==> src/rtl/mem_ctrl_pkg.sv <==
// rtl/mem_ctrl_pkg.sv - shared constants and types for the byte-serial memory controller
package mem_ctrl_pkg;

  localparam int DATA_WIDTH = 32;
  localparam logic [DATA_WIDTH-1:0] ZERO_DATA = '0;
  localparam logic TRUE  = 1'b1;
  localparam logic FALSE = 1'b0;

  localparam logic [2:0] MEM_SIZE_B = 3'd1;
  localparam logic [2:0] MEM_SIZE_H = 3'd2;
  localparam logic [2:0] MEM_SIZE_W = 3'd4;

  typedef enum logic {
    OWNER_LS = 1'b0,
    OWNER_IF = 1'b1
  } owner_e;

  // Any size code other than byte/half is served as a full word.
  function automatic logic [2:0] size_to_len(input logic [2:0] size);
    case (size)
      MEM_SIZE_B: size_to_len = MEM_SIZE_B;
      MEM_SIZE_H: size_to_len = MEM_SIZE_H;
      default:    size_to_len = MEM_SIZE_W;
    endcase
  endfunction

endpackage

==> src/rtl/mem_ctrl.sv <==
// rtl/mem_ctrl.sv - arbitrates LS/IF requests and serialises them onto a byte-wide RAM port
module mem_ctrl
  import mem_ctrl_pkg::*;
#(
  parameter int ADDR_WIDTH  = 32,
  parameter int RAM_LATENCY = 1
) (
  input  logic                  clk,
  input  logic                  rst,
  input  logic                  ena,
  input  logic                  in_rollback,
  input  logic                  in_ls_ena,
  input  logic                  in_ls_iswrite,
  input  logic [ADDR_WIDTH-1:0] in_ls_addr,
  input  logic [DATA_WIDTH-1:0] in_ls_data,
  input  logic [2:0]            in_ls_size,
  output logic                  out_ls_ready,
  output logic [DATA_WIDTH-1:0] out_ls_data,
  input  logic                  in_if_ena,
  input  logic [ADDR_WIDTH-1:0] in_if_addr,
  output logic                  out_if_ready,
  output logic [DATA_WIDTH-1:0] out_if_data,
  input  logic [7:0]            in_ram_data,
  output logic [ADDR_WIDTH-1:0] out_ram_addr,
  output logic [7:0]            out_ram_data,
  output logic                  out_ram_wr
);

  // Byte i is issued at step i and captured RECV_LAG steps later.
  localparam logic [2:0] RECV_LAG = 3'(RAM_LATENCY + 1);
  localparam logic [2:0] DONE_LAG = 3'(RAM_LATENCY);

  typedef enum logic [1:0] {
    S_IDLE  = 2'd0,
    S_READ  = 2'd1,
    S_WRITE = 2'd2
  } state_e;

  state_e                  r_state;
  state_e                  w_state_nxt;
  owner_e                  r_owner;
  logic [ADDR_WIDTH-1:0]   r_addr;
  logic [DATA_WIDTH-1:0]   r_wdata;
  logic [2:0]              r_len;
  logic [2:0]              r_cnt;
  logic [DATA_WIDTH-1:0]   r_rbuf;
  logic                    r_stalled;
  logic [7:0]              r_snap;

  logic                    r_lq_valid;
  logic                    r_lq_write;
  logic [ADDR_WIDTH-1:0]   r_lq_addr;
  logic [DATA_WIDTH-1:0]   r_lq_data;
  logic [2:0]              r_lq_size;

  logic                    r_ls_ready;
  logic [DATA_WIDTH-1:0]   r_ls_data;
  logic                    r_if_ready;
  logic [DATA_WIDTH-1:0]   r_if_data;
  logic [ADDR_WIDTH-1:0]   r_ram_addr;
  logic [7:0]              r_ram_data;
  logic                    r_ram_wr;

  logic                    w_accept;
  logic                    w_accept_ls;
  logic                    w_step;
  logic                    w_done;
  logic                    w_hold;
  logic                    w_abort;
  logic                    w_ls_req;
  logic                    w_sel_write;
  logic                    w_sel_is_write;
  logic [ADDR_WIDTH-1:0]   w_sel_addr;
  logic [DATA_WIDTH-1:0]   w_sel_data;
  logic [2:0]              w_sel_len;
  logic [2:0]              w_j;
  logic                    w_issue;
  logic                    w_recv;
  logic                    w_capture;
  logic [1:0]              w_rx_idx;
  logic [1:0]              w_tx_idx;
  logic [7:0]              w_rx_byte;
  logic [7:0]              w_tx_byte;
  logic [DATA_WIDTH-1:0]   w_rbuf_ins;

  assign w_ls_req       = r_lq_valid | in_ls_ena;
  assign w_sel_write    = r_lq_valid ? r_lq_write : in_ls_iswrite;
  assign w_sel_is_write = w_ls_req & w_sel_write;
  assign w_sel_addr     = w_ls_req ? (r_lq_valid ? r_lq_addr : in_ls_addr) : in_if_addr;
  assign w_sel_data     = r_lq_valid ? r_lq_data : in_ls_data;
  assign w_sel_len      = w_ls_req ? size_to_len(r_lq_valid ? r_lq_size : in_ls_size)
                                   : MEM_SIZE_W;

  assign w_j       = r_cnt + 3'd1;
  assign w_issue   = w_step & (w_j < r_len);
  assign w_recv    = w_step & (r_state == S_READ) & (w_j >= RECV_LAG);
  assign w_rx_idx  = 2'(w_j - RECV_LAG);
  assign w_tx_idx  = 2'(w_j);
  // The byte that was on the RAM bus when a stall began is replayed from r_snap.
  assign w_rx_byte = r_stalled ? r_snap : in_ram_data;
  assign w_tx_byte = r_wdata[{w_tx_idx, 3'b000} +: 8];

  // A flushed load pulse is dropped; stores survive rollback.
  assign w_capture = in_ls_ena & ~(w_accept_ls & ~r_lq_valid) & ~(in_rollback & ~in_ls_iswrite);

  always_comb begin
    w_rbuf_ins = r_rbuf;
    w_rbuf_ins[{w_rx_idx, 3'b000} +: 8] = w_rx_byte;
  end

  always_comb begin
    w_state_nxt = r_state;
    w_accept    = FALSE;
    w_accept_ls = FALSE;
    w_step      = FALSE;
    w_done      = FALSE;
    w_hold      = FALSE;
    w_abort     = FALSE;
    case (r_state)
      S_IDLE: begin
        if (!in_rollback && ena && (w_ls_req || in_if_ena)) begin
          w_accept    = TRUE;
          w_accept_ls = w_ls_req;
          w_state_nxt = w_sel_is_write ? S_WRITE : S_READ;
        end
      end
      S_READ: begin
        if (in_rollback) begin
          w_abort     = TRUE;
          w_state_nxt = S_IDLE;
        end else if (!ena) begin
          w_hold = TRUE;
        end else begin
          w_step = TRUE;
          if (w_j == r_len + DONE_LAG) begin
            w_done      = TRUE;
            w_state_nxt = S_IDLE;
          end
        end
      end
      S_WRITE: begin
        if (!ena) begin
          w_hold = TRUE;
        end else begin
          w_step = TRUE;
          if (w_j == r_len) begin
            w_done      = TRUE;
            w_state_nxt = S_IDLE;
          end
        end
      end
      default: w_state_nxt = S_IDLE;
    endcase
  end

  always_ff @(posedge clk) begin
    if (rst) r_state <= S_IDLE;
    else     r_state <= w_state_nxt;
  end

  always_ff @(posedge clk) begin
    if (rst) begin
      r_owner    <= OWNER_LS;
      r_addr     <= '0;
      r_wdata    <= ZERO_DATA;
      r_len      <= '0;
      r_cnt      <= '0;
      r_rbuf     <= ZERO_DATA;
      r_stalled  <= FALSE;
      r_snap     <= '0;
      r_lq_valid <= FALSE;
      r_lq_write <= FALSE;
      r_lq_addr  <= '0;
      r_lq_data  <= ZERO_DATA;
      r_lq_size  <= '0;
      r_ls_ready <= FALSE;
      r_ls_data  <= ZERO_DATA;
      r_if_ready <= FALSE;
      r_if_data  <= ZERO_DATA;
      r_ram_addr <= '0;
      r_ram_data <= '0;
      r_ram_wr   <= FALSE;
    end else begin
      r_ls_ready <= FALSE;
      r_if_ready <= FALSE;
      r_ram_wr   <= FALSE;

      if (w_accept_ls || (in_rollback && !r_lq_write)) r_lq_valid <= FALSE;
      if (w_capture) begin
        r_lq_valid <= TRUE;
        r_lq_write <= in_ls_iswrite;
        r_lq_addr  <= in_ls_addr;
        r_lq_data  <= in_ls_data;
        r_lq_size  <= in_ls_size;
      end

      if (w_accept) begin
        r_owner    <= w_ls_req ? OWNER_LS : OWNER_IF;
        r_addr     <= w_sel_addr;
        r_wdata    <= w_sel_data;
        r_len      <= w_sel_len;
        r_cnt      <= '0;
        r_rbuf     <= ZERO_DATA;
        r_stalled  <= FALSE;
        r_ram_addr <= w_sel_addr;
        if (w_sel_is_write) begin
          r_ram_data <= w_sel_data[7:0];
          r_ram_wr   <= TRUE;
        end
      end

      if (w_step) begin
        r_cnt     <= w_j;
        r_stalled <= FALSE;
        if (w_issue) begin
          r_ram_addr <= r_addr + ADDR_WIDTH'(w_j);
          if (r_state == S_WRITE) begin
            r_ram_data <= w_tx_byte;
            r_ram_wr   <= TRUE;
          end
        end
        if (w_recv) r_rbuf <= w_rbuf_ins;
        if (w_done) begin
          if (r_state == S_WRITE || r_owner == OWNER_LS) r_ls_ready <= TRUE;
          else                                           r_if_ready <= TRUE;
          if (r_state == S_READ) begin
            if (r_owner == OWNER_LS) r_ls_data <= w_rbuf_ins;
            else                     r_if_data <= w_rbuf_ins;
          end
        end
      end

      if (w_hold && !r_stalled) begin
        r_stalled <= TRUE;
        r_snap    <= in_ram_data;
      end
      if (w_abort) r_stalled <= FALSE;
    end
  end

  assign out_ls_ready = r_ls_ready;
  assign out_ls_data  = r_ls_data;
  assign out_if_ready = r_if_ready;
  assign out_if_data  = r_if_data;
  assign out_ram_addr = r_ram_addr;
  assign out_ram_data = r_ram_data;
  assign out_ram_wr   = r_ram_wr;

endmodule
==> config.mk <==
export PLATFORM = sky130hd
export DESIGN_NAME = mem_ctrl
export DESIGN_NICKNAME = d
export VERILOG_FILES = /design/src/rtl/mem_ctrl_pkg.sv /design/src/rtl/mem_ctrl.sv
export SDC_FILE = /design/constraint.sdc
export NUM_CORES = 1
export LEC_CHECK = 0
export CAP_MARGIN = 10
export CORE_MARGIN = 2
export CORE_UTILIZATION = 48
export DETAILED_ROUTE_END_ITERATION = 16
export PLACE_DENSITY_LB_ADDON = 0.15
export SYNTH_ARGS = -nofsm -noshare
export SYNTH_HDL_FRONTEND = slang
export SYNTH_SLANG_ARGS = --single-unit
==> constraint.sdc <==
create_clock -name clk -period 2.6 [get_ports clk]
set_input_delay 0.65 -clock clk [delete_from_list [all_inputs] [get_ports clk]]
set_output_delay 0.65 -clock clk [all_outputs]
set_load 0.01 [all_outputs]
## Yosys cells after proc, flatten, opt, wreduce, memory -nomap -nowiden

Index checks and enable logic that the tools add are counted.
W data, S select, Z words.

| word-level totals | value |
|---|---|
| bits in registers | 290 |
| bits of input ports | 114 |
| output and inout port bits | 107 |
| word-level logic and storage cells | 138 |

| cells by class | value |
|---|---|
| add/sub/neg operators | 5 |
| order comparisons | 2 |
| equality and inequality tests | 11 |
| shift operators | 3 |
| mux-type cells | 61 |
| bitwise operators | 16 |
| reduce and logical (&&, ||, !) cells | 19 |

Operator list:

| kind | count |
|---|---|
| $mux W32 | 9 |
| $mux W8 | 6 |
| $add A32 B3 Y32 | 1 |
| $bwmux W32 | 1 |
| $shift A8 B7 Y32 const A | 1 |
| $shiftx A32 B6 Y8 | 1 |
| $shiftx A8 B7 Y32 | 1 |
| $mux W1 | 29 |
| $mux W2 | 7 |
| $mux W3 | 4 |
| $and A1 B1 Y1 | 8 |
| $reduce_and A4 Y1 | 2 |
| $neg A5 Y7 | 1 |
| $not A1 Y1 | 7 |
| $add A3 B1 Y3 const B | 2 |
| $eq A3 B3 Y1 | 2 |
| $ne A2 B2 Y1 const B | 3 |
| $ne A3 B3 Y1 const B | 2 |
| $pmux W1 S2 | 3 |
| $pmux W2 S3 | 1 |
| $pmux W3 S2 | 1 |
| $reduce_and A5 Y1 | 1 |
| $logic_and A1 B1 Y1 | 4 |
| $reduce_bool A2 Y1 | 2 |
| 14 further kinds | 18 |

## Depth between registers and ports, before layout

| depth | value |
|---|---|
| word-level depth | 10 |
| mapped depth | 11 |
| mapped depth without buffers | 9 |

## Worst setup path after synthesis

No wires, ideal clock.

| timing path | value |
|---|---|
| path kind | register to register |
| start | reg r_cnt[0] |
| end | reg r_ram_addr[20], in the netlist out_ram_addr[20] |
| library setup time | 95 ps |
| arrival | 2,534 ps |
| required time | 2,505 ps |
| path slack | -29 ps |
| stages on the path, launching flop included | 10 |
| path buffers | 0 |
| clock period less this slack | 2,629 ps |
| cells stage by stage | dfxtp_1 > inv_1 > ha_1 > inv_1 > fa_1 > nor2b_1 > o2111ai_4 > nor3_1 > xnor2_1 > a221oi_1 |

| on the way | value |
|---|---|
| longest elaborated chain between the ends | 5 |
| elaborated cells between the ends (all ways) | 6 |
| those cells by class | 2 x add/sub; 1 x order compare; 2 x mux; 1 x bitwise |

Ends and longest elaborated chain:

| element | RTL line | source |
|---|---|---|
| from (decl) | mem_ctrl.sv:45 | `logic [2:0] r_cnt;` |
| from (signal assigned) | mem_ctrl.sv:213 | `r_cnt <= w_j;` |
| $add A3 B1 Y3 (*) | mem_ctrl.sv:94 | `assign w_j = r_cnt + 3'd1;` |
| branches (longest 2 deep; another with $add A32 B3 Y32) | - |  |
| $mux W32 (*) | mem_ctrl.sv:215 | `if (w_issue) begin` |
| $mux W32 (*) | mem_ctrl.sv:212 | `if (w_step) begin` |
| to (signal assigned) | mem_ctrl.sv:205 | `r_ram_addr <= w_sel_addr;` |
| to (signal assigned) | mem_ctrl.sv:216 | `r_ram_addr <= r_addr + ADDR_WIDTH'(w_j);` |
| to (decl) | mem_ctrl.sv:60 | `logic [ADDR_WIDTH-1:0] r_ram_addr;` |

Mark *: on every way between the ends.
A chain may end at the register's enable or synchronous reset.

## Final worst setup path

| timing path | value |
|---|---|
| start | reg r_cnt[0] |
| end | reg r_if_data[16], in the netlist out_if_data[16] |

| on the way | value |
|---|---|
| longest elaborated chain between the ends | 7 |
| elaborated cells between the ends (all ways) | 15 |
| those cells by class | 3 x add/sub; 2 x eq/ne; 2 x shift; 7 x mux; 1 x reduce/logical |

Ends and longest elaborated chain:

| element | RTL line | source |
|---|---|---|
| $add A3 B1 Y3 (*) | mem_ctrl.sv:94 |  |
| branches (longest 6 deep; another with $neg A5 Y7) | - |  |
| to (signal assigned) | mem_ctrl.sv:228 | `else r_if_data <= w_rbuf_ins;` |
| to (decl) | mem_ctrl.sv:59 | `logic [DATA_WIDTH-1:0] r_if_data;` |

Marked as above.

==> out/qor.yml <==
status:
  outcome: "finished, final reports clean"
critical_path:
  cp_max_fo: 12
  cp_slowest_cell: "dfxtp_2"
  cp.required_ps: 3070
  path_cells: "ha_1, xnor2_1, inv_1, ha_1, nand3_1, nor3_2, a21o_4, buf_6, a21oi_1, a211oi_1"
  cp_num_buf_inv: 2
  arrival_ps: 2970
  path_class: "reg2reg"
  slowest_delay_ps: 340
  critPathTopFamily: "compound AO/OA/AOI/OAI gates"
  critPathCaptureType: "flip-flop"
  critPathLaunchType: "flip-flop"
  crit_top_cell: "ha_1"
clocking:
  ctsHoldBuffers: 0
  root_buffer: "clkbuf_16"
  clock_path_buffers: 3
  numCtsBuffers: 31
  htreeDepth: 1
  clock_sink_count: 290
  clk-insertion-delay-late_ps: 560
  tritoncts: "yes"
  path_clk_slew_ps: 60
logic_synthesis:
  syn_area_sq_um: 13190
  synth_ff_type: "dfxtp_1"
  async_flop_share_pct: 0
  syn_nets: 1678
  synth.distinct_cells: 64
  ys_seq_area_share_pct: 44.02
  postSynthCellCount: 1547
  synth_seq_cells: 290
  syn_avg_cell_area_sq_um: 8.525
  ys.warnings.count: 0
  synth_edf_count: 0
timing:
  relSlewSlack_pct: 56.36
  min_period_over_period_pct: 96.11
  final_max_slew_viol_count: 0
  finalClockSkew_ps: 18.31
  finalSetupViolations: 0
  worst_slew_pin_slew_ps: 648.7
  hold_violations: 0
  max_freq_ghz: 0.4002
  fin_crit_ps: 2499
global_route:
  gr-total-overflow: 0
  grt_first_pass_wirelength_um: 58620
  track_usage_pct: 24.98
  antenna_found_initial: 3
  grt_pass1_vias: 11031
  grt_max_degree: 125
routing:
  vias_per_cell: 5.687
  drc_errors: 0
  drtIter0Drc: 880
  wirelength_met1_um: 17230
  routed_wl_um: 38180
  wl_met2_um: 17670
  routed.top_layer: "met4"
  via_count: 11982
  ant_nets: 0
  drt_pass1_iterations: 5
  wire_per_inst_um: 18.12
  dr_wl_met3_um: 2411
job:
  max_cap_viol_count: 0
power:
  ir_drop_mv: 0.4436
  pwr_density_cell_nw_per_um2: 641.2
  p_leak_nw: 5.962
  power_mw: 11.09
floorplanning:
  dieArea_sq_um: 28820
  die_w_um: 169.8
  rows: 60
  ios: 221
  start_util_pct: 48.94
  core_sq_um: 26950
  die_h_um: 169.8
finish:
  layout_common_cells: "dfxtp_1 (287), nand2_1 (264), a21oi_1 (250), clkdlybuf4s50_1 (218), nor2_1 (85)"
  drive_gt1_share_pct: 10.49
  area_growth_pct: 31.09
  final_common_cell: "dfxtp_1"
  utilization_pct: 64.15
  nets: 1871
  fin_cells: 2107
place:
  dpl.cell_count: 2039
  dp_hpwl_um: 25660
  gp_congestion: 0.8628
  port_buffers: 220
worst_hold_path:
  min_path_type: "reg2reg"
==> cells in the mapped netlist, types with 3 or more instances <==
master	n	area (sq um)
a22oi_1	8	60.06
buf_1	9	33.78
mux2i_1	80	800.8
or3_1	3	18.77
nor3_1	17	85.08
o21ai_0	29	145.1
nand4_1	10	62.56
nor2_1	87	326.6
buf_6	6	67.56
nand2b_1	26	162.7
nand2_1	264	991.0
o211ai_1	3	22.52
ha_1	16	200.2
o22ai_1	15	93.84
xor2_1	17	148.9
a221oi_1	18	157.7
dfxtp_1	290	5806
clkbuf_1	69	259.0
a221oi_2	4	60.06
buf_2	32	160.2
nand3_1	12	60.06
and2_1	10	62.56
a21oi_1	251	1256
buf_4	6	45.04
and3_1	9	56.30
o31ai_1	7	52.55
inv_1	36	135.1
mux2_2	15	168.9
a211oi_1	91	683.2
mux4_2	8	180.2
a21o_1	8	60.06
xnor2_1	17	148.9
o21a_1	8	60.06
nor2b_1	28	175.2
==> worst min-delay path, stage by stage (launching register included) <==
cell	delay [ps]
dfxtp_1	300
nand2_1	50
a21oi_1	50
==> final cells by class <==
type                       count  area, sq um
clock buffer                  41        883.3
timing repair buffer         282         2962
fill                        2288         9662
tap                          341        426.7
sequential                   290         5812
inverter                      38        142.6
antenna                        2        5.005
multi-input combinational   1097         6838
clock inverter                16        220.2
==> layer usage <==
| metal | up-vias | track usage, % |
|---|---|---|
| met1 | 5743 | 34.72 |
| met5 | - | 0 |
| met3 | 55 | 4.151 |
| met2 | 367 | 40.64 |
| met4 | 0 | 6.094 |
| li1 | 5817 | - |
==> worst paths after layout <==
path	from	to	slack (ps)	cells past startpoint
setup / recovery	r_cnt[0]$_SDFFE_PP0P_	out_if_data[16]$_SDFFE_PP0P_	100	10
hold / removal	r_rbuf[14]$_SDFF_PP0_	r_rbuf[14]$_SDFF_PP0_	450	2
setup reg to reg	r_cnt[0]$_SDFFE_PP0P_	out_if_data[16]$_SDFFE_PP0P_	100	10
hold reg to reg	r_rbuf[14]$_SDFF_PP0_	r_rbuf[14]$_SDFF_PP0_	450	2
==> what timing repair did <==
action                                  CTS  global route
endpoints found under the setup margin    0            96
gates resized for setup                   0            27
buffers inserted                          0             2
==> per-stage QoR <==
step	setup TNS (ps)	area, sq um	hold slack, ps	worst slack (ps)
CTS	0	17020	450.3	15.99
global placement	0	15910	437.1	87.81
global route	-1.722	17290	464.9	-1.722
detailed placement	-19.86	15910	442.1	-14.03
floorplan	0	13190	431.8	59.57
finish	0	17290	448.5	101.3
==> state kept, by name, summed over array words and instances, names as in the netlist, 2 cells and up <==
| signal | flops |
|---|---|
| r_cnt | 3 |
| out_ls_data | 32 |
| r_state | 2 |
| r_snap | 8 |
| r_lq_data | 32 |
| r_wdata | 32 |
| out_if_data | 32 |
| r_rbuf | 32 |
| r_lq_size | 3 |
| out_ram_addr | 32 |
| r_len | 3 |
| r_lq_addr | 32 |
| r_addr | 32 |
| out_ram_data | 8 |
==> report_power, final <==
part | switching [mW] | internal [mW]
Clock | 1.81 | 2.88
Sequential | 0.149 | 4.67
Combinational | 0.881 | 0.706
Total | 2.84 | 8.25
==> kinds of logic after synthesis <==
logic type | Yosys count | share of synthesized area (%)
simple gates | 488 | 16.86
fa+ha+maj | 17 | 1.670
xor+xnor | 34 | 2.258
mux | 103 | 8.718
compound gates | 454 | 21.03
flops | 290 | 44.02
buf+inv | 161 | 5.445
(Power assumes the default switching activity.)
